`config.mk`:
```
export PLATFORM = sky130hd
export DESIGN_NAME = mem_stage_logic
export DESIGN_NICKNAME = d
export VERILOG_FILES = /design/src/rtl/mem_stage_logic_pkg.sv /design/src/rtl/mem_byte_align.sv /design/src/rtl/mem_stage_logic.sv
export SDC_FILE = /design/constraint.sdc
export NUM_CORES = 1
export LEC_CHECK = 0
export ABC_AREA = 1
export BUFFER_PORTS_ARGS = -buffer_cell sky130_fd_sc_hd__buf_2
export CAP_MARGIN = 20
export CORE_MARGIN = 2
export CORE_UTILIZATION = 30
export DETAILED_ROUTE_END_ITERATION = 8
export PLACE_DENSITY = 0.5
export SLEW_MARGIN = 0
export SYNTH_ARGS = -nofsm -noshare
export SYNTH_HDL_FRONTEND = slang
export SYNTH_HIERARCHICAL = 1
export SYNTH_SLANG_ARGS = --single-unit
```
`constraint.sdc`:
```
create_clock -name clk -period 2.15 [get_ports clk]
set_clock_uncertainty 0.15 [all_clocks]
set_input_delay 0.215 -clock clk [delete_from_list [all_inputs] [get_ports clk]]
set_output_delay 0.215 -clock clk [all_outputs]
set_load 0.005 [all_outputs]
```
`src/rtl/mem_stage_logic_pkg.sv`:
```
// Shared types for the MEM stage: word/mask types, FSM state encoding, alignment helper.
package mem_stage_logic_pkg;

    typedef logic [15:0] lc3b_word;
    typedef logic [1:0]  lc3b_mem_wmask;

    typedef enum logic [1:0] {
        MEM_IDLE   = 2'd0,
        MEM_IND_RD = 2'd1,
        MEM_ACCESS = 2'd2,
        MEM_DONE   = 2'd3
    } lc3b_mem_state;

    // Word accesses ignore address bit 0; odd word addresses are silently aligned down.
    function automatic lc3b_word word_align(input lc3b_word addr);
        return {addr[15:1], 1'b0};
    endfunction

endpackage

```
`src/rtl/mem_byte_align.sv`:
```
// Byte-lane steering for the MEM stage: load lane select with zero-extension,
// store data replication and write lane mask.
module mem_byte_align
    import mem_stage_logic_pkg::*;
(
    input  logic          byte_op,
    input  logic          addr_lsb,
    input  lc3b_word      rdata,
    input  lc3b_word      sdata,
    output lc3b_word      load_data,
    output lc3b_word      store_data,
    output lc3b_mem_wmask byte_enable
);

    // Select the load lane and build the store lane pattern from the registered access flags.
    always_comb begin
        load_data   = rdata;
        store_data  = sdata;
        byte_enable = 2'b11;
        if (byte_op) begin
            load_data   = addr_lsb ? {8'h00, rdata[15:8]} : {8'h00, rdata[7:0]};
            store_data  = {sdata[7:0], sdata[7:0]};
            byte_enable = addr_lsb ? 2'b10 : 2'b01;
        end
    end

endmodule

```
`src/rtl/mem_stage_logic.sv`:
```
// MEM stage: runs one data-memory transaction per load/store (two for indirect ops)
// over a level req / pulse resp handshake and stalls the pipe until it completes.
module mem_stage_logic
    import mem_stage_logic_pkg::*;
(
    input  logic          clk,
    input  logic          reset,
    input  lc3b_word      mem_addr_in,
    input  lc3b_word      mem_sdata_in,
    input  logic          mem_read_op,
    input  logic          mem_write_op,
    input  logic          mem_byte_op,
    input  logic          mem_indirect_op,
    input  logic          pipe_advance,
    input  lc3b_word      dmem_rdata,
    input  logic          dmem_resp,
    output logic          dmem_read,
    output logic          dmem_write,
    output lc3b_word      dmem_addr,
    output lc3b_word      dmem_wdata,
    output lc3b_mem_wmask dmem_byte_enable,
    output lc3b_word      mem_rdata_out,
    output logic          mem_stall
);

    lc3b_mem_state state, state_n;
    lc3b_word      addr_r, data_r, rdata_r;
    logic          rd_r, wr_r, byte_r, ind_r;
    logic          op;

    lc3b_word      load_data, store_data;
    lc3b_mem_wmask lane_mask;

    // A simultaneous read/write decode is resolved as a write.
    assign op = mem_read_op | mem_write_op;

    mem_byte_align u_align (
        .byte_op     (byte_r),
        .addr_lsb    (addr_r[0]),
        .rdata       (dmem_rdata),
        .sdata       (data_r),
        .load_data   (load_data),
        .store_data  (store_data),
        .byte_enable (lane_mask)
    );

    // State register plus the address/data/result latches of the current access.
    always_ff @(posedge clk) begin
        if (reset) begin
            state   <= MEM_IDLE;
            addr_r  <= '0;
            data_r  <= '0;
            rdata_r <= '0;
            rd_r    <= 1'b0;
            wr_r    <= 1'b0;
            byte_r  <= 1'b0;
            ind_r   <= 1'b0;
        end else begin
            state <= state_n;
            case (state)
                MEM_IDLE: begin
                    if (op) begin
                        addr_r  <= mem_addr_in;
                        data_r  <= mem_sdata_in;
                        rdata_r <= '0;
                        rd_r    <= mem_read_op & ~mem_write_op;
                        wr_r    <= mem_write_op;
                        byte_r  <= mem_byte_op;
                        ind_r   <= mem_indirect_op;
                    end
                end
                MEM_IND_RD: begin
                    if (dmem_resp) addr_r <= dmem_rdata;
                end
                MEM_ACCESS: begin
                    if (dmem_resp && rd_r) rdata_r <= load_data;
                end
                default: ;
            endcase
        end
    end

    // Next state and all outputs; requests depend only on registered state.
    always_comb begin
        state_n          = state;
        dmem_read        = 1'b0;
        dmem_write       = 1'b0;
        dmem_addr        = '0;
        dmem_wdata       = '0;
        dmem_byte_enable = '0;
        mem_rdata_out    = '0;
        mem_stall        = 1'b0;
        case (state)
            MEM_IDLE: begin
                mem_stall = op & ~reset;
                if (op) state_n = mem_indirect_op ? MEM_IND_RD : MEM_ACCESS;
            end
            MEM_IND_RD: begin
                dmem_read = 1'b1;
                dmem_addr = word_align(addr_r);
                mem_stall = 1'b1;
                if (dmem_resp) state_n = MEM_ACCESS;
            end
            MEM_ACCESS: begin
                dmem_read  = ~wr_r;
                dmem_write = wr_r;
                dmem_addr  = byte_r ? addr_r : word_align(addr_r);
                if (wr_r) begin
                    dmem_wdata       = store_data;
                    dmem_byte_enable = lane_mask;
                end
                mem_stall = 1'b1;
                if (dmem_resp) state_n = MEM_DONE;
            end
            MEM_DONE: begin
                mem_rdata_out = rdata_r;
                if (pipe_advance) state_n = MEM_IDLE;
            end
            default: state_n = MEM_IDLE;
        endcase
    end

    // ind_r is kept for observability of the latched decode; it does not steer the FSM after IDLE.
    logic unused_ok;
    assign unused_ok = ind_r;

endmodule

```
==> impl_metrics.env, run 1 <==
export IMPL_outcome="complete, but fails checks"
export IMPL_violations="negative hold slack"
export IMPL_drt_pass1_iter_count=4
export IMPL_routed_wl_um=9420
export IMPL_final_setup_viol_count=0
export IMPL_wire_per_inst_um=11.9
export IMPL_crit_family="buffers and inverters"
export IMPL_drive_gt1_frac=0.228
export IMPL_cts_tree="yes"
export IMPL_crit_type="register to primary output"
export IMPL_fin_crit_sh=0.944
export IMPL_hp_class="input port to register"
export IMPL_worst_path_max_delay_cell="dfxtp_2"
export IMPL_fillers=1249
export IMPL_grt_use_met1=0.213
export IMPL_postLayoutSetupSlackWorst_ns=0.120
export IMPL_fin_crit_ns=2.03
export IMPL_worstMarginPinSlew_ns=0.417
export IMPL_path_max_fanout=17
export IMPL_yosys_warnings=6
export IMPL_num_rows=38
export IMPL_dieWidth_um=110
export IMPL_via_count=3425
export IMPL_dieArea_mm2=0.0122
export IMPL_multi_input_area_mm2=0.00169
export IMPL_dpl_hpwl_um=7250
export IMPL_core_mm2=0.0109
export IMPL_hold_viol=1
export IMPL_numPortBuffers=108
export IMPL_first_iter_violations=126
export IMPL_synth_seq_area_share=0.313
export IMPL_avgSynthCellArea_um2=6.04
export IMPL_pre_cts_ws_ns=0.216
export IMPL_routed_via_density=4.32
export IMPL_gp_congestion=0.856
export IMPL_peakVddDrop_mv=0.403
export IMPL_leakagePower_nw=2.39
export IMPL_drc=0
export IMPL_grt_util_met2=0.253
export IMPL_slew_viol_final=0
export IMPL_yosysUniqueCellTypes=26
export IMPL_synth_seq_cells=53
export IMPL_grt_pass1_vias=3104
export IMPL_worst_path_buf_inv=3
export IMPL_ioPinCount=109
export IMPL_drtAntennaViolNets=0
export IMPL_htreeDepth=2
export IMPL_clock_path_buffers=2
export IMPL_cts_inserted_buffers=5
export IMPL_cp_cell_sequence="inv_1 -> ha_1 -> buf_4 -> nand3_1 -> nor2_1 -> buf_2"
export IMPL_top_usage_layer="met2"
export IMPL_ff_latch_area_mm2=0.00106
export IMPL_num_antenna_cells=0
export IMPL_grt_overflow=0
export IMPL_use_met3=0.0259
export IMPL_grtUsageTotal=0.156
export IMPL_fin_setup_tns_ns=0
export IMPL_cp_end_kind="primary output"
export IMPL_cts_root_buf="clkbuf_16"
export IMPL_syn_cell_area_mm2=0.00339
export IMPL_grt_antenna_before_repair=0
export IMPL_nets=716
export IMPL_max_stage_delay_ns=0.34
export IMPL_grt_start_max_net_pins=33
export IMPL_worst_ep_arrival_time_ns=1.66
export IMPL_start_util=0.310
export IMPL_synth_cells=562
export IMPL_cts_clk_slew_worst_paths_ns=0.06
export IMPL_required_ns=1.78
export IMPL_hold_ws_ns=-0.000738
export IMPL_max_freq_ghz=0.493
export IMPL_syn_nets=625
export IMPL_rsz0062_at_grt="no"
export IMPL_die_h_um=110
export IMPL_slew_headroom=0.721
export IMPL_clock_latency_ns=0.29
export IMPL_pwr_density_cell_mw_per_mm2=1170
export IMPL_clock_sinks=53
export IMPL_area_growth_syn_to_layout_pct=20.7
export IMPL_grt_pass1_wl_um=14800
export IMPL_crit_path_start_kind="register"
export IMPL_maxCapViolCount=0
## worst register-to-register path, stage by stage, from the launching register on
cell,delay [ns]
dfxtp_2,0.37
inv_1,0.09
ha_1,0.22
inv_2,0.17
nor2_1,0.08
inv_1,0.11
nand3_4,0.29
nor2_1,0.22
nor2_1,0.06
## cell usage in the layout, fill, tap and decap left out, drive strengths merged
master and count:
o21ai 27, dfxtp 53, a21oi 21, buf 120, clkbuf 7, nand4 15
nand2 172, ha 7, nand3 13, dlygate4sd3 2, a211oi 1, o21a 1
nor2 117, inv 97
## cell type report
cell class	instances	share of cell area
multi-input cells	374	0.414
well taps	140	0.0428
clock buffers	7	0.0349
inverters	97	0.0890
repair buffers	122	0.160
flip-flops and latches	53	0.260
## cells by family after synthesis
kind of cell	count (synthesis)	share of synthesized area
buf+inv	135	0.190
simple gates	317	0.389
flops	53	0.313
compound gates	50	0.0819
fa+ha+maj	7	0.0258
## repair_timing
item,CTS,global route
buffers inserted,0,2
pin swaps,1,1
hold buffers,1,1
endpoints found under the hold margin,1,1
resized for setup,1,4
endpoints found under the setup margin,1,20
## cell usage after synthesis
cell type,number,area [um2]
buf_8,1,15.0
dfxtp_1,53,1060
buf_4,11,82.6
nor2_8,1,20.0
o21a_1,1,7.51
nand2_2,3,18.8
nor2_1,115,432
inv_2,3,11.3
nor2_4,1,11.3
buf_6,10,113
nand3_2,1,10.0
o21ai_0,21,105
o21ai_1,1,5.00
inv_1,94,353
nand3_1,10,50.1
ha_1,7,87.6
a211oi_1,1,7.51
nand2_4,2,22.5
nand2_1,167,627
buf_2,9,45.0
clkbuf_1,7,26.3
o21ai_2,5,43.8
nand3_4,2,35.0
a21oi_1,20,100
a21oi_2,1,8.76
nand4_1,15,93.8
## final timing paths
check	slack (ns)	start	cells after the start	endpoint
max	0.12	state[0]	6	dmem_addr[0]
min	-0.0007	mem_sdata_in[15]	3	data_r[15]
max reg2reg	0.28	state[1]	8	addr_r[0]
min reg2reg	0.31	rdata_r[4]	2	rdata_r[4]
## through the flow
step	util	cells	instance area, um2	total power (W)	hold slack [ns]
after floorplan	-	562	3390	0.00363	0.200
after global placement	0.357	782	3900	0.00393	0.290
after detailed placement	0.357	782	3900	0.00397	0.301
after CTS	0.371	790	4060	0.00479	0.00324
after global routing	0.374	793	4090	0.00529	0.00700
final	0.374	793	4090	0.00479	-0.000738
## sequential cells by signal, summed over array words and instances, names as in the netlist
register,count
rd_r,1
data_r,16
addr_r,16
wr_r,1
state,2
byte_r,1
rdata_r,16
## per-layer routing
metal / wire length (um) / part of all wire
met3: 299 / 0.032
met5: 0 / 0
met2: 4380 / 0.47
met1: 4630 / 0.49
met4: 105 / 0.011
## power by group
| group | internal [W] | leakage [nW] | switching, W |
|---|---|---|---|
| registers | 0.00130 | 0.438 | 0.000182 |
| clock network | 0.000458 | 0.0700 | 0.000346 |
| logic | 0.000850 | 1.89 | 0.00166 |
| total | 0.00261 | 2.39 | 0.00218 |
Power figures use the tool's default switching activity.
==> inputs of run 2 (changes only) <==
- CORE_UTILIZATION: 30 -> 38
- PLACE_DENSITY: 0.5 -> 0.61
==> run 2 against run 1 <==
The flow now finishes without violations; via count up 3.4%; core utilization up 10 points; register-to-register slack better by 0.05 ns; die area down 20%; flip-flop and latch count unchanged; largest cell class unchanged.
==> impl_metrics.env, run 2 (synthesis gave the netlist of run 1 again) <==
export IMPL_reg_largest_list="addr_r: 16 flops, data_r: 16 flops, rdata_r: 16 flops"
export IMPL_peakVddDrop_mv=0.532
export IMPL_grt_pass1_vias=3235
export IMPL_crit_path_start_kind="register"
export IMPL_grt_overflow=0
export IMPL_worst_ep_arrival_time_ns=1.67
export IMPL_cts_clk_slew_worst_paths_ns=0.10
export IMPL_slew_headroom=0.718
export IMPL_dieArea_mm2=0.00970
export IMPL_fin_setup_tns_ns=0
export IMPL_routed_via_density=4.56
export IMPL_num_rows=34
export IMPL_core_mm2=0.00868
export IMPL_area_growth_syn_to_layout_pct=22.4
export IMPL_grt_pass1_wl_um=14900
export IMPL_slew_viol_final=0
export IMPL_drt_pass1_iter_count=5
export IMPL_clock_sinks=53
export IMPL_htreeDepth=2
export IMPL_ioPinCount=109
export IMPL_pwr_density_cell_mw_per_mm2=1110
export IMPL_wire_per_inst_um=11.7
export IMPL_dpl_hpwl_um=6650
export IMPL_die_h_um=98.5
export IMPL_start_util=0.391
export IMPL_layout_cells_most_common_list="167 x nand2_1, 115 x nor2_1, 108 x buf_2"
export IMPL_pre_cts_ws_ns=0.276
export IMPL_path_max_fanout=12
export IMPL_outcome="complete, no violations"
export IMPL_maxCapViolCount=0
export IMPL_max_freq_ghz=0.490
export IMPL_numPortBuffers=108
export IMPL_grt_start_max_net_pins=33
export IMPL_cts_root_buf="clkbuf_8"
export IMPL_cp_end_kind="primary output"
export IMPL_fillers=993
export IMPL_num_antenna_cells=0
export IMPL_rsz0062_at_grt="yes"
export IMPL_final_setup_viol_count=0
export IMPL_cts_tree="yes"
export IMPL_routed_wl_um=9060
export IMPL_drc=0
export IMPL_postLayoutSetupSlackWorst_ns=0.111
export IMPL_required_ns=1.78
export IMPL_drtAntennaViolNets=0
export IMPL_grt_antenna_before_repair=0
export IMPL_drive_gt1_frac=0.230
export IMPL_hold_viol=0
export IMPL_worstMarginPinSlew_ns=0.422
export IMPL_cts_inserted_buffers=5
export IMPL_fin_crit_ns=2.04
export IMPL_grtUsageTotal=0.185
export IMPL_gp_congestion=0.861
export IMPL_via_count=3543
export IMPL_clock_latency_ns=0.30
export IMPL_nets=731
export IMPL_crit_type="register to primary output"
export IMPL_leakagePower_nw=2.44
export IMPL_final_common_cell="nand2_1"
export IMPL_dieWidth_um=98.5
export IMPL_hp_class="input port to register"
export IMPL_clock_path_buffers=2
export IMPL_fin_crit_sh=0.948
export IMPL_first_iter_violations=190
-- run 2: cell count changes in the layout (fill, tap and decap cells not counted) --
cell / delta
buf_4: +3
clkbuf_1: -1
clkinv_2: +1
clkbuf_8: +5
buf_6: -1
dlygate4sd3_1: +13
clkbuf_16: -5
ha_2: +1
clkinv_4: +1
ha_1: -1
-- run 2: layout make-up --
class | count | area, um2 | share of cell area
Tap cell | 108 | 135 | 0.0326
Timing Repair Buffer | 137 | 796 | 0.192
Sequential cell | 53 | 1060 | 0.256
Clock buffer | 6 | 82.6 | 0.0199
Multi-Input combinational cell | 374 | 1700 | 0.409
Clock inverter | 2 | 13.8 | 0.00332
Inverter | 97 | 364 | 0.0877
-- run 2: routing by layer --
layer,track usage,share of wire,vias to the layer above,routed length [um]
met3,0.0298,0.053,10,478
met1,0.261,0.47,1565,4240
li1,-,-,1868,-
met5,0,0,-,0
met2,0.293,0.47,100,4230
met4,0.0548,0.012,0,112
-- run 2: repair_timing --
item,CTS,global route
endpoints found under the hold margin,15,0
hold buffers,15,0
resized for setup,1,4
buffers inserted,0,4
setup endpoints to repair,1,20
pin swaps,0,1
-- run 2: final timing paths --
kind                      end              from  cells past startpoint  slack [ns]
setup / recovery    mem_stall          state[0]                      7        0.11
hold / removal     data_r[12]  mem_sdata_in[12]                      3        0.01
setup reg to reg   data_r[10]          state[0]                      8        0.33
hold reg to reg   rdata_r[15]       rdata_r[15]                      2        0.32
-- run 2: per-stage QoR --
| step | total power (W) | area, um2 | hold WS [ns] | utilization | cells |
|---|---|---|---|---|---|
| floorplan | 0.00363 | 3390 | 0.200 | - | 562 |
| global placement | 0.00389 | 3860 | 0.290 | 0.445 | 750 |
| detailed placement | 0.00394 | 3860 | 0.298 | 0.445 | 750 |
| CTS | 0.00456 | 4110 | 0.00907 | 0.474 | 773 |
| global route | 0.00511 | 4150 | 0.0174 | 0.478 | 777 |
| finish | 0.00461 | 4150 | 0.0144 | 0.478 | 777 |
-- run 2: worst max-delay path, stage by stage, from the launching register on --
cell	delay, ns
dfxtp_2	0.36
inv_1	0.14
ha_2	0.28
inv_2	0.11
nor2_8	0.17
nand2_1	0.07
a21oi_1	0.12
buf_2	0.13
-- run 2: where the power goes --
part | internal, W | total, W | switching (W)
Combinational | 0.000876 | 0.00253 | 0.00166
Sequential | 0.00130 | 0.00148 | 0.000180
Clock | 0.000262 | 0.000590 | 0.000328
